$ cat src/rtl/main_nios2_processor_oci_dct_packer.sv
// Packs 2-bit OCI trace symbols LSB-first into a 30-bit word with a symbol count
// and hands the word to the trace bench stage. A partial word is flushed after an
// idle timeout or when a test end is requested; after the end request's last word
// is taken the block parks in StEnded until reset.
//
// Ports:
//   clk_i, rst_ni           clock, asynchronous active-low reset
//   sym_valid_i/sym_data_i  offered trace symbol; sym_ready_o accepts it
//   test_end_req_i          request end of test (level or pulse)
//   dct_buffer_o            packed word, slot k = bits [2k+1:2k], unused slots 0
//   dct_count_o             valid symbols in dct_buffer_o (non-zero while word_valid_o)
//   word_valid_o/word_ready_i  word handshake; word held stable while stalled
//   test_ending_o           high between the end request and test_has_ended_o
//   test_has_ended_o        sticky end-of-test flag
module main_nios2_processor_oci_dct_packer #(
  parameter int unsigned SymW      = 2,
  parameter int unsigned Slots     = 15,
  parameter int unsigned IdleFlush = 64
) (
  input  logic                    clk_i,
  input  logic                    rst_ni,
  input  logic                    sym_valid_i,
  input  logic [SymW-1:0]         sym_data_i,
  output logic                    sym_ready_o,
  input  logic                    test_end_req_i,
  output logic [SymW*Slots-1:0]   dct_buffer_o,
  output logic [3:0]              dct_count_o,
  output logic                    word_valid_o,
  input  logic                    word_ready_i,
  output logic                    test_ending_o,
  output logic                    test_has_ended_o
);

  localparam int unsigned WordW = SymW * Slots;
  localparam int unsigned IdleW = (IdleFlush > 0) ? $clog2(IdleFlush + 1) : 1;
  localparam logic [3:0]       SlotsC = 4'(Slots);
  localparam logic [IdleW-1:0] IdleC  = IdleW'(IdleFlush);

  typedef enum logic [1:0] {StFill, StEmit, StDrain, StEnded} state_e;

  state_e           state_q, state_d;
  logic [WordW-1:0] acc_q, acc_d;     // symbols still being collected
  logic [3:0]       cnt_q, cnt_d;
  logic [IdleW-1:0] idle_q, idle_d;
  logic [WordW-1:0] word_q, word_d;   // word presented to the consumer
  logic [3:0]       wcnt_q, wcnt_d;
  logic             ending_q, ending_d;

  logic             accept, handshake, timeout;
  logic [WordW-1:0] acc_n;
  logic [3:0]       cnt_n;

  always_ff @(posedge clk_i or negedge rst_ni) begin
    if (!rst_ni) begin
      state_q  <= StFill;
      acc_q    <= '0;
      cnt_q    <= '0;
      idle_q   <= '0;
      word_q   <= '0;
      wcnt_q   <= '0;
      ending_q <= 1'b0;
    end else begin
      state_q  <= state_d;
      acc_q    <= acc_d;
      cnt_q    <= cnt_d;
      idle_q   <= idle_d;
      word_q   <= word_d;
      wcnt_q   <= wcnt_d;
      ending_q <= ending_d;
    end
  end

  always_comb begin
    state_d     = state_q;
    acc_d       = acc_q;
    cnt_d       = cnt_q;
    idle_d      = idle_q;
    word_d      = word_q;
    wcnt_d      = wcnt_q;
    ending_d    = ending_q;
    acc_n       = acc_q;
    cnt_n       = cnt_q;
    timeout     = 1'b0;
    sym_ready_o = 1'b0;
    word_valid_o = (state_q == StEmit) || (state_q == StDrain);

    unique case (state_q)
      StFill:  sym_ready_o = 1'b1;
      StEmit:  sym_ready_o = word_ready_i;
      StDrain: sym_ready_o = 1'b0;
      StEnded: sym_ready_o = 1'b0;
    endcase

    accept    = sym_valid_i && sym_ready_o;
    handshake = word_valid_o && word_ready_i;

    unique case (state_q)
      StFill: begin
        if (accept) begin
          acc_n[int'(cnt_q)*SymW +: SymW] = sym_data_i;
          cnt_n = cnt_q + 1'b1;
        end
        idle_d  = (accept || cnt_q == '0) ? '0 : idle_q + 1'b1;
        timeout = (IdleFlush != 0) && !accept && (cnt_q != '0) && (idle_d == IdleC);
        acc_d   = acc_n;
        cnt_d   = cnt_n;
        // The end request outranks both a full word and an idle timeout.
        if (test_end_req_i) begin
          if (cnt_n != '0) begin
            state_d  = StDrain;
            ending_d = 1'b1;
            word_d   = acc_n;
            wcnt_d   = cnt_n;
            acc_d    = '0;
            cnt_d    = '0;
          end else begin
            state_d = StEnded;
          end
          idle_d = '0;
        end else if (cnt_n == SlotsC || timeout) begin
          state_d = StEmit;
          word_d  = acc_n;
          wcnt_d  = cnt_n;
          acc_d   = '0;
          cnt_d   = '0;
          idle_d  = '0;
        end
      end
      StEmit: begin
        if (test_end_req_i) ending_d = 1'b1;
        if (handshake) begin
          // A symbol taken alongside the handshake starts the next word in slot 0.
          acc_n = '0;
          cnt_n = '0;
          if (accept) begin
            acc_n[SymW-1:0] = sym_data_i;
            cnt_n = 4'd1;
          end
          if (ending_d) begin
            if (cnt_n != '0) begin
              state_d = StDrain;
              word_d  = acc_n;
              wcnt_d  = cnt_n;
            end else begin
              state_d  = StEnded;
              ending_d = 1'b0;
            end
            acc_d = '0;
            cnt_d = '0;
          end else begin
            state_d = StFill;
            acc_d   = acc_n;
            cnt_d   = cnt_n;
          end
        end
      end
      StDrain: begin
        if (handshake) begin
          state_d  = StEnded;
          ending_d = 1'b0;
        end
      end
      StEnded: ;
    endcase
  end

  assign dct_buffer_o     = word_q;
  assign dct_count_o      = wcnt_q;
  assign test_ending_o    = ending_q;
  assign test_has_ended_o = (state_q == StEnded);

endmodule

$ cat config.mk
export PLATFORM = sky130hd
export DESIGN_NAME = main_nios2_processor_oci_dct_packer
export DESIGN_NICKNAME = d
export VERILOG_FILES = /design/src/rtl/main_nios2_processor_oci_dct_packer.sv
export SDC_FILE = /design/constraint.sdc
export NUM_CORES = 1
export LEC_CHECK = 0
export BUFFER_PORTS_ARGS = -buffer_cell sky130_fd_sc_hd__buf_2
export CAP_MARGIN = 10
export CORE_UTILIZATION = 30
export DETAILED_ROUTE_END_ITERATION = 10
export PLACE_DENSITY = 0.48
export SLEW_MARGIN = 15
export SYNTH_ARGS = -nofsm -noshare
export SYNTH_HDL_FRONTEND = slang
export SYNTH_SLANG_ARGS = --single-unit
$ cat constraint.sdc
create_clock -name clk_i -period 3.04 [get_ports clk_i]
set_clock_uncertainty 0.1 [all_clocks]
set_input_delay 0.152 -clock clk_i [delete_from_list [all_inputs] [get_ports clk_i]]
set_output_delay 0.152 -clock clk_i [all_outputs]
set_load 0.02 [all_outputs]
==> summary.txt <==
Outcome
  • Outcome: completed

Worst setup path
  • Top delay family on crit path: compound AO/OA/AOI/OAI gates
  • Critical Path Start Type: flip-flop
  • End of the critical path: dct_buffer_o[1]$_DFFE_PN0P_
  • Start of the worst register-to-register path: state_q[0]$_DFFE_PN0P_
  • Buf+Inv Stages, Crit Path: 1
  • Worst Path Class, Setup: flip-flop to flip-flop
  • CP Capture Type: flip-flop
  • Crit-path cells: ha_1, buf_4, nand2_1, a221oi_4, a211oi_1, a311oi_4, a211o_4, a311oi_1, a21oi_1
  • Data required, critical path: roughly 3.2 ns
  • R2r worst-path depth: 9
  • FF-to-FF End: dct_buffer_o[1]$_DFFE_PN0P_
  • Worst path slowest cell: a211o_4
  • Worst reg2reg setup slack: 0.17 ns
  • Critical path launch point: state_q[0]$_DFFE_PN0P_
  • Crit path DAT: 2.98 ns
  • Levels on crit path: 9
  • CP max FO: 11
  • Worst path max stage delay: 0.45 ns

Global routing
  • Global-route met1 utilization: about 20%
  • Total Routing Usage GR: between 10% and 20%
  • Met3 usage: between 4 and 5%
  • Antenna violations before repair: 0
  • Vias in the first global route: 3403
  • Met2 GRT Util: 26.0%
  • GR Overflow Total: 0
  • Largest net degree at the start of global routing: 79
  • Grt peak-use layer: met2
  • Global-route wire length before repair: 17.5 mm

Route
  • Post-route ant nets: 0
  • Pre-antenna DRT Iters: 4
  • # DRC: 0
  • Vias per cell: between 5 and 6
  • WL per Instance: around 16 microns
  • Vias: 3318
  • Initial drt markers: between 150 and 200
  • Total Wirelength: 10.3 mm

Floorplanning
  • IO Pins: 45
  • Initial Util: 31.0%
  • Die extent in y: approximately 120 microns
  • Die width: 119 microns
  • Core area: between 10000 and 15000 sq um
  • Die area: around 14000 sq um
  • # rows: 42

Synth
  • Mapped Cells: around 420
  • Seq/Total Area, Yosys: 47.2%
  • Post-synth top flop: dfrtp_1
  • Synth warnings: 0
  • FFs w/ async S/R, synth: 100%
  • Syn_area_per_cell: 9.78 sq um
  • Number of library cell types mapped by synthesis: 58
  • Syn Nets: 440
  • Post-synth EDFFs: 0
  • Area of the mapped netlist: slightly above 4000 sq um
  • Synth Register Bits: 78

Final layout
  • Final non-filler cell total: 655
  • Antenna cell count: 0
  • Area delta synth->final: 19.2%
  • Final #Nets: 492
  • Fill cells: 1400
  • Share of cells above drive strength 1: 20.0%

Place
  • Gpl congestion: between 0.8 and 0.9
  • Hpwl dp: between 7 and 8 mm
  • Count of input and output buffers: between 40 and 50
  • Post-Place Cells: 639

CTS
  • TritonCTS buffer count: 9
  • Clock tree from TritonCTS: built
  • Clock root buffer: clkbuf_16
  • H-tree depth: 3
  • Clk buf depth: 2
  • Sink Count: 78
  • Skew-Pair Late Insertion Delay: 0.35 ns
  • Worst-path clk slew: roughly 0.060 ns

Min path
  • Hold depth: 3
  • HP Class: input pin to flip-flop

Timing
  • Unrepaired setup endpoints after global routing: false
  • Fin. max-slew vios: 0
  • Min Tclk post-route: 2.87 ns
  • Setup TNS: 0 ns
  • Slew of the pin with the lowest slew margin: a little over 1 ns
  • Final Hold Fails: 0
  • Final period util: between 90% and 100%
  • Final setup viols: 0
  • Fmax: 348 MHz
  • Slew headroom: around 33%

Pwr
  • Peak VDD IR: 0.000464 V
  • Overall Power: approximately 0.004 W
  • Leakage Power: 2.18 nW
  • PD cells: 825 nW/um^2

Flow run
  • Max_cap viols: 0
where the power goes:
part | internal, W | total [W] | switching (W)
combinational | 0.000613 | 0.00188 | 0.00127
sequential | 0.00113 | 0.00120 | 0.0000701
clock | 0.000571 | 0.000989 | 0.000418
cell families (layout without fill, tap and decap cells):
group / after synthesis / after routing / synth area share (%)
buf+inv: 44 / 100 / 4.78
compound gates: 117 / 117 / 20.2
simple gates: 136 / 136 / 15.8
mux: 30 / 30 / 7.35
fa+ha+maj: 10 / 10 / 3.02
xor+xnor: 8 / 8 / 1.69
flops: 78 / 78 / 47.2
worst register-to-register path: cells and delay by family, from the launching register on:
family,cells,cell delay (ns)
adder cells (fa/ha/maj),1,0.28
AND/OR/NAND/NOR,1,0.12
buffers and inverters,1,0.20
AO/OA/AOI/OAI,6,1.60
flip-flops,1,0.43
worst min path at each step:
stage	startpoint	endpoint	slack, ns
floorplan	rst_ni	acc_q[0]$_DFFE_PN0P_	-0.24
global placement	rst_ni	dct_buffer_o[21]$_DFFE_PN0P_	0.29
detailed placement	rst_ni	dct_buffer_o[21]$_DFFE_PN0P_	0.29
CTS	sym_valid_i	test_ending_o$_DFFE_PN0P_	0.18
global route	sym_valid_i	test_ending_o$_DFFE_PN0P_	0.20
finish	sym_valid_i	test_ending_o$_DFFE_PN0P_	0.19
layout by cell type (no fill, tap or decap), types with 5 or more instances in the layout:
| master | instances |
|---|---|
| o22ai_1 | 5 |
| o21ai_0 | 31 |
| nor3_1 | 7 |
| a21oi_1 | 8 |
| buf_2 | 43 |
| a32o_1 | 6 |
| nand2b_1 | 5 |
| clkbuf_16 | 9 |
| dfrtp_1 | 78 |
| nor2_1 | 22 |
| mux2i_1 | 27 |
| nand3_1 | 9 |
| xnor2_1 | 7 |
| inv_1 | 15 |
| a21o_1 | 5 |
| ha_1 | 10 |
| o31ai_1 | 30 |
| or4_1 | 5 |
| nand2_1 | 64 |
| buf_4 | 23 |
cells in the mapped netlist, drive strengths merged (2+ instances only):
master	number	area, sq um
nand2b	5	31.3
and3	2	12.5
o21ai	34	170
inv	16	62.6
o31ai	30	225
xnor2	7	61.3
buf	9	63.8
a22o	4	35.0
clkbuf	18	67.6
nor2	22	82.6
a211oi	2	15.0
a32o	6	60.1
nor3	8	51.3
a31oi	5	31.3
o22ai	5	31.3
mux2	3	33.8
a221oi	2	35.0
nand4	3	18.8
or4	6	48.8
mux2i	27	270
ha	10	125
nand3	9	45.0
o211ai	3	22.5
a21o	5	37.5
a211o	2	17.5
a21boi	2	15.0
a21oi	10	65.1
nand2	65	246
nor2b	4	25.0
and3b	2	17.5
nor4	3	18.8
a311oi	2	35.0
dfrtp	78	1950
metal layers:
layer  vias to the layer above  share of wire (%)  wire (microns)
met5                         -                  0               0
met4                         0                2.0             212
met3                        17                3.5             367
met2                        61                 48            4950
met1                      1607                 47            4820
li1                       1633                  -               -
state kept, by name (all words and copies together) (netlist names):
signal / flops
idle_q: 7
acc_q: 30
test_ending_o: 1
state_q: 2
cnt_q: 4
dct_count_o: 4
dct_buffer_o: 30
stage by stage:
step	setup WS, ns	util (%)	instance area, sq um	hold WS, ns
2_1_floorplan	0.287	-	4140	-0.244
3_3_place_gp	0.162	34.8	4640	0.286
3_5_place_dp	0.0470	34.8	4640	0.292
4_1_cts	0.0552	36.9	4920	0.178
5_1_grt	0.00616	36.9	4930	0.198
6_report	0.170	36.9	4930	0.188
layout make-up:
| type | count | area [sq um] | share of cell area, % |
|---|---|---|---|
| clock buffers | 12 | 246 | 5.00 |
| clock inverters | 3 | 21.3 | 0.431 |
| inverters | 17 | 66.3 | 1.34 |
| multi-input cells | 301 | 2010 | 40.7 |
| flip-flops and latches | 78 | 1950 | 39.6 |
| well taps | 176 | 220 | 4.47 |
| repair buffers | 68 | 418 | 8.48 |
what timing repair did:
item	4_1_cts	5_1_grt
hold buffers	1	0
endpoints found under the hold margin	78	0
gates resized for setup	0	2
setup endpoints to repair	0	21
setup buffers	0	0
No activity file was read; power rests on OpenSTA's default activity.
